## config.mk

```make
export PLATFORM = sky130hd
export DESIGN_NAME = clock_meter
export DESIGN_NICKNAME = d
export VERILOG_FILES = /design/src/rtl/clock_meter_pkg.sv /design/src/rtl/clock_meter_edge_sync.sv /design/src/rtl/clock_meter.sv
export SDC_FILE = /design/constraint.sdc
export NUM_CORES = 1
export LEC_CHECK = 0
export ABC_CLOCK_PERIOD_IN_PS = 3100
export CAP_MARGIN = 25
export CORE_MARGIN = 2
export CORE_UTILIZATION = 55
export DETAILED_ROUTE_END_ITERATION = 6
export PLACE_DENSITY = 0.88
export SYNTH_ARGS = -nofsm -noshare
export SYNTH_HDL_FRONTEND = slang
export SYNTH_SLANG_ARGS = --single-unit
```

## constraint.sdc

```tcl
create_clock -name clk -period 3.1 [get_ports clk]
set_input_delay 0.93 -clock clk [delete_from_list [all_inputs] [get_ports clk]]
set_output_delay 0.93 -clock clk [all_outputs]
set_load 0.05 [all_outputs]
```

## src/rtl/clock_meter_pkg.sv

```systemverilog
// clock_meter_pkg: shared types and helpers for the clock meter.
//   meter_state_t : measurement FSM states.
//   sat_limit     : all-ones value for a given counter width.
//   sat_add       : saturating add of two counts at a given width.
//   add_overflows : flags whether that add would exceed the width.
// Helpers work on MaxWidth-bit operands so any WIDTH up to MaxWidth can share them.
package clock_meter_pkg;

  typedef enum logic [1:0] {IDLE, ARM, HIGH, LOW} meter_state_t;

  localparam int unsigned MaxWidth = 64;

  function automatic logic [MaxWidth:0] sat_limit(input int unsigned width);
    return ({{MaxWidth{1'b0}}, 1'b1} << width) - {{MaxWidth{1'b0}}, 1'b1};
  endfunction

  function automatic logic add_overflows(input logic [MaxWidth-1:0] a,
                                         input logic [MaxWidth-1:0] b,
                                         input int unsigned         width);
    return ({1'b0, a} + {1'b0, b}) > sat_limit(width);
  endfunction

  function automatic logic [MaxWidth-1:0] sat_add(input logic [MaxWidth-1:0] a,
                                                  input logic [MaxWidth-1:0] b,
                                                  input int unsigned         width);
    logic [MaxWidth:0] sum;
    logic [MaxWidth:0] lim;
    sum = {1'b0, a} + {1'b0, b};
    lim = sat_limit(width);
    return (sum > lim) ? lim[MaxWidth-1:0] : sum[MaxWidth-1:0];
  endfunction

endpackage

```

## src/rtl/clock_meter_edge_sync.sv

```systemverilog
// edge_sync: synchronizes an asynchronous level and flags its edges.
//   clk, reset : clock and synchronous active-high reset.
//   d          : asynchronous input level.
//   q          : synchronized level.
//   rise, fall : one-cycle pulses on a synchronized 0->1 / 1->0 change.
// Latency from d to an edge pulse being consumed is SYNC_STAGES+1 clocks.
module edge_sync #(
  parameter int unsigned SYNC_STAGES = 2
) (
  input  logic clk,
  input  logic reset,
  input  logic d,
  output logic q,
  output logic rise,
  output logic fall
);

  logic [SYNC_STAGES-1:0] sync_q;
  logic                   prev_q;

  always_ff @(posedge clk) begin
    if (reset) begin
      sync_q <= '0;
      prev_q <= 1'b0;
    end else begin
      sync_q <= {sync_q[SYNC_STAGES-2:0], d};
      prev_q <= sync_q[SYNC_STAGES-1];
    end
  end

  assign q    = sync_q[SYNC_STAGES-1];
  assign rise = q & ~prev_q;
  assign fall = ~q & prev_q;

endmodule

```

## src/rtl/clock_meter.sv

```systemverilog
// clock_meter: measures period and high time of a slow periodic signal in clk cycles.
//   clk, reset : clock and synchronous active-high reset.
//   sig_in     : measured signal, asynchronous to clk.
//   enable     : measurement enable; low returns to IDLE.
//   period     : high + low count of the last published measurement (saturating).
//   high_time  : high count of the last published measurement.
//   sat        : a count saturated during the published measurement.
//   valid      : result available; held with stable data until ready.
//   ready      : consumer accepts result.
//   overrun    : sticky; a completed result was dropped while valid && !ready.
//   stalled    : no edge seen for TIMEOUT cycles.
// WIDTH must not exceed clock_meter_pkg::MaxWidth.
module clock_meter
  import clock_meter_pkg::*;
#(
  parameter int unsigned WIDTH       = 32,
  parameter int unsigned TIMEOUT     = 1000000,
  parameter int unsigned SYNC_STAGES = 2
) (
  input  logic             clk,
  input  logic             reset,
  input  logic             sig_in,
  input  logic             enable,
  output logic [WIDTH-1:0] period,
  output logic [WIDTH-1:0] high_time,
  output logic             sat,
  output logic             valid,
  input  logic             ready,
  output logic             overrun,
  output logic             stalled
);

  localparam int unsigned        TcntW    = (TIMEOUT > 1) ? $clog2(TIMEOUT) : 1;
  localparam logic [TcntW-1:0]   TcntLast = TcntW'(TIMEOUT - 1);
  localparam logic [WIDTH-1:0]   CntMax   = '1;

  logic unused_sig_sync;
  logic rise, fall;

  edge_sync #(
    .SYNC_STAGES(SYNC_STAGES)
  ) u_edge_sync (
    .clk  (clk),
    .reset(reset),
    .d    (sig_in),
    .q    (unused_sig_sync),
    .rise (rise),
    .fall (fall)
  );

  meter_state_t     state_q;
  logic [WIDTH-1:0] high_cnt_q, low_cnt_q;
  logic             sat_acc_q;
  logic [TcntW-1:0] tcnt_q;
  logic [WIDTH-1:0] period_q, high_time_q;
  logic             sat_q, valid_q, overrun_q, stalled_q;

  logic [MaxWidth-1:0] sum_wide;
  logic [WIDTH-1:0]    period_sum;
  logic                publish_sat;
  logic                publish;
  logic                timeout_hit;

  assign sum_wide    = sat_add(MaxWidth'(high_cnt_q), MaxWidth'(low_cnt_q), WIDTH);
  assign period_sum  = sum_wide[WIDTH-1:0];
  assign publish_sat = sat_acc_q |
                       add_overflows(MaxWidth'(high_cnt_q), MaxWidth'(low_cnt_q), WIDTH);
  // A rise in LOW closes one full period.
  assign publish     = enable && (state_q == LOW) && rise;
  assign timeout_hit = (state_q != IDLE) && (tcnt_q == TcntLast) && !rise && !fall;

  always_ff @(posedge clk) begin
    if (reset) begin
      state_q     <= IDLE;
      high_cnt_q  <= '0;
      low_cnt_q   <= '0;
      sat_acc_q   <= 1'b0;
      tcnt_q      <= '0;
      period_q    <= '0;
      high_time_q <= '0;
      sat_q       <= 1'b0;
      valid_q     <= 1'b0;
      overrun_q   <= 1'b0;
      stalled_q   <= 1'b0;
    end else begin
      // Result register: a publish may replace the held result only when it is being taken.
      if (publish) begin
        if (!valid_q || ready) begin
          period_q    <= period_sum;
          high_time_q <= high_cnt_q;
          sat_q       <= publish_sat;
          valid_q     <= 1'b1;
        end else begin
          overrun_q <= 1'b1;
        end
      end else if (valid_q && ready) begin
        valid_q <= 1'b0;
      end

      if (!enable) begin
        state_q    <= IDLE;
        high_cnt_q <= '0;
        low_cnt_q  <= '0;
        sat_acc_q  <= 1'b0;
        tcnt_q     <= '0;
        stalled_q  <= 1'b0;
      end else begin
        tcnt_q <= (rise || fall) ? '0 : tcnt_q + TcntW'(1);
        unique case (state_q)
          IDLE: begin
            state_q <= ARM;
            tcnt_q  <= '0;
          end
          ARM: begin
            if (rise) begin
              state_q    <= HIGH;
              high_cnt_q <= WIDTH'(1);
              low_cnt_q  <= '0;
              sat_acc_q  <= 1'b0;
            end
          end
          HIGH: begin
            if (fall) begin
              state_q   <= LOW;
              low_cnt_q <= WIDTH'(1);
            end else if (high_cnt_q == CntMax) begin
              sat_acc_q <= 1'b1;
            end else begin
              high_cnt_q <= high_cnt_q + WIDTH'(1);
            end
          end
          LOW: begin
            if (rise) begin
              state_q    <= HIGH;
              high_cnt_q <= WIDTH'(1);
              low_cnt_q  <= '0;
              sat_acc_q  <= 1'b0;
            end else if (low_cnt_q == CntMax) begin
              sat_acc_q <= 1'b1;
            end else begin
              low_cnt_q <= low_cnt_q + WIDTH'(1);
            end
          end
          default: state_q <= IDLE;
        endcase
        if (rise) begin
          stalled_q <= 1'b0;
        end
        // Stalled input: abandon the measurement and wait for a fresh rise.
        if (timeout_hit) begin
          stalled_q  <= 1'b1;
          state_q    <= ARM;
          high_cnt_q <= '0;
          low_cnt_q  <= '0;
          sat_acc_q  <= 1'b0;
          tcnt_q     <= '0;
        end
      end
    end
  end

  assign period    = period_q;
  assign high_time = high_time_q;
  assign sat       = sat_q;
  assign valid     = valid_q;
  assign overrun   = overrun_q;
  assign stalled   = stalled_q;

endmodule

```

==> run_results.csv <==
group,metric,value,unit
yosys,synth_edf_count,0,
sta,slew_headroom,0.615,
worst_setup_path,cp_max_fo,30,
pwr,p_leak,3.55,nW
yosys,synth.avg_cell_area,8.32,sq um
pwr,pwr-share-seq,0.506,
grt,grt_pass1_vias,6967,
worst_setup_path,worstPathCellList,"ha_1 -> inv_1 -> fa_1 -> nor2b_1 -> o31a_1 -> o211ai_2 -> a21oi_2 -> o211a_1 -> o2111ai_1 -> and3_1 -> buf_12 -> a211oi_1",
yosys,synth_cell_types,74,
sta,tightest_slew,0.563,ns
yosys,synthesis.nets,1045,
clocking,cts_made_buffers,17,
yosys,syn_inst,1002,
clocking,cts.hold.buffers_added,0,
clocking,clk_pin_slew,0.06,ns
detailed_routing,dr_total_vias,7381,
sta,finalCriticalPeriod,2.88,ns
worst_setup_path,critPathBufInv,2,
grt,grt_max_degree,39,
cells_and_area,insertedDiodeCount,0,
pwr,swShare,0.211,
floorplan,die_h,127,um
worst_setup_path,critPathLaunchType,"flip-flop",
worst_setup_path,cpMaxStageDelayCell,"dfxtp_1",
yosys,synth_ff_type,"dfxtp_1",
sta,fin_crit_sh,0.929,
detailed_routing,drcViolationCount,0,
floorplan,start_util,0.555,
grt,globalRoute.totalOverflow,0,
clocking,cts_max_level,4,
floorplan,die_w,127,um
cells_and_area,post_route_cells_drive_above_1_share,0.0774,
pwr,p_comb_frac,0.016,
place,place_congestion,0.934,
pwr,power,0.00402,W
sta,worst_slack,0.220,ns
place,place_hpwl,14.7,mm
sta,max_freq,0.347,GHz
sta,finalMaxSlewViolations,0,
pwr,vdd_ir_drop_max,0.376,mV
clocking,postCtsSetupRepairBufs,0,
sta,setup_viol,0,
pwr,internal_power,0.00318,W
floorplan,io-pin-count,73,
grt,grt_use_total,0.259,
floorplan,fp-row-count,45,
place,dp_slack,0.215,ns
sta,grt_setup_unrepaired,"false",
yosys,yosys_warnings,0,
cells_and_area,fin_nets,1104,
clocking,clockBufferDepth,2,
clocking,cts_resized,0,
worst_setup_path,cp.required,3.44,ns
cells_and_area,syn2layout_area_growth,16.5,%
cells_and_area,stdcell_count,1260,
sta,hold_viol,0,
floorplan,dieArea,16200,sq um
clocking,clock_sinks,158,
yosys,synth.yosys.seq_area_share,0.379,
sta,finalSetupTns,0,ns
detailed_routing,ant_nets,0,
place,portBuffers,72,
yosys,ys_ff_latch,158,
detailed_routing,vias_per_cell,5.86,
pwr,switching_power,0.000848,W
worst_setup_path,max_stage_delay,0.41,ns
pwr,pwr_density_cell,414,nW/um^2
grt,antenna_found_initial,0,
yosys,async_flop_share,0,
outcome,outcome,"complete, no violations",
grt,grt_pass1_wl,33.7,mm
clocking,cts_tree,"done",
clocking,insertion_delay,0.43,ns
worst_setup_path,crit_family,"compound AO/OA/AOI/OAI gates",
worst_setup_path,cp-end-kind,"flip-flop",
sta,holdWs,0.446,ns
clocking,root_buffer,"clkbuf_16",
sta,skew,0.00724,ns
place,dp.cells,1230,
detailed_routing,drtIter0Drc,653,
detailed_routing,drt-pass1-iter-count,5,
flow_run,cap_violations,0,
worst_setup_path,path_class,"flip-flop to flip-flop",
floorplan,core-area,15000,sq um
detailed_routing,wl,20.6,mm
worst_setup_path,cp_data_arrival_time,3.22,ns
detailed_routing,wl_per_cell,16.3,um
pwr,clockPowerShare,0.478,
min_path,hold_path_class,"flip-flop to flip-flop",
yosys,synth_area,8340,sq um
==> metal layers <==
metal / GRT usage / vias to the layer above / wire length [um]
met3: 0.0532 / 61 / 1180
met2: 0.413 / 237 / 9360
met1: 0.342 / 3466 / 9450
li1: - / 3617 / -
met5: 0 / - / 0
met4: 0.112 / 0 / 595
==> cells by family after synthesis <==
kind of cell,share of synthesized area
buffers and inverters,0.0380
adder cells (fa/ha/maj),0.0579
AND/OR/NAND/NOR,0.265
XOR/XNOR,0.105
AO/OA/AOI/OAI,0.154
multiplexers,0.00120
flip-flops,0.379
==> layout by cell type, fill, tap and decap left out, drive strengths merged, types with 2 or more instances in the layout <==
cell type and instances:
nor4 8, dfxtp 158, a311oi 2, or4 3, or2 6, nor2 150, o21a 4, and4 16
a31oi 7, a21boi 2, o2111ai 2, clkbuf 22, xnor2 44, a21oi 75, a21o 16, clkinv 6
nand3 45, nand2b 12, or3 8, xor2 56, clkdlybuf4s50 71, nand4 22, and3 20, buf 18
a211o 4, and2 9, inv 17, nor3 10, nand2 117, o211ai 6, o21ai 31, ha 37
a211oi 34, nor4b 4, nor2b 9
==> cell type report <==
class	instances	area (sq um)
Multi-Input combinational cell	778	4870
Fill cell	1247	5310
Tap cell	188	235
Inverter	17	63.8
Timing Repair Buffer	89	856
Clock buffer	22	464
Sequential cell	158	3160
Clock inverter	8	67.6
==> flip-flops by register name, summed over array words and instances, names as in the netlist <==
register and cells:
overrun 1, u_edge_sync.prev_q 1, sat_acc_q 1, stalled 1
tcnt_q 20, u_edge_sync.sync_q 2, period 32, low_cnt_q 32
sat 1, valid 1, high_cnt_q 32, state_q 2
high_time 32
==> path summary, 6_finish.rpt <==
kind	startpoint	end	slack (ns)	cells after the start
max	low_cnt_q[0]$_SDFFE_PP0P_	period[14]$_SDFFE_PP0P_	0.22	12
min	u_edge_sync.sync_q[0]$_SDFF_PP0_	u_edge_sync.sync_q[1]$_SDFF_PP0_	0.45	1
max reg2reg	low_cnt_q[0]$_SDFFE_PP0P_	period[14]$_SDFFE_PP0P_	0.22	12
min reg2reg	u_edge_sync.sync_q[0]$_SDFF_PP0_	u_edge_sync.sync_q[1]$_SDFF_PP0_	0.45	1
==> power groups by stage <==
stage	combinational, W	clock (W)	sequential (W)
floorplan	0.0000450	0	0.00208
global placement	0.0000616	0	0.00208
detailed placement	0.0000624	0	0.00208
CTS	0.0000632	0.00195	0.00204
global route	0.0000691	0.00203	0.00204
finish	0.0000635	0.00192	0.00204
==> worst register-to-register path, delay by kind of cell (launching register included) <==
family / cells / cell delay, ns
fa+ha+maj: 2 / 0.60
compound gates: 6 / 1.12
simple gates: 2 / 0.41
buf+inv: 2 / 0.25
flops: 1 / 0.41
==> synth_stat cells, types with 14 or more instances <==
cell / instances / area, sq um
nand3_1: 45 / 225
and3_1: 20 / 125
and4_1: 14 / 123
nand4_1: 20 / 125
a211oi_1: 32 / 240
ha_1: 37 / 463
clkbuf_1: 24 / 90.1
dfxtp_1: 158 / 3160
a21oi_1: 73 / 365
a21o_1: 16 / 120
nand2_1: 116 / 435
xor2_1: 56 / 490
o21ai_0: 28 / 140
nor2_1: 144 / 541
inv_1: 17 / 63.8
xnor2_1: 44 / 385
==> metrics by stage <==
step	util	cell area, sq um
after floorplan	-	8340
final	0.647	9720
after CTS	0.646	9720
after global placement	0.611	9190
after global routing	0.647	9720
after detailed placement	0.611	9190
Note: power is estimated with default switching activity, not from simulation.
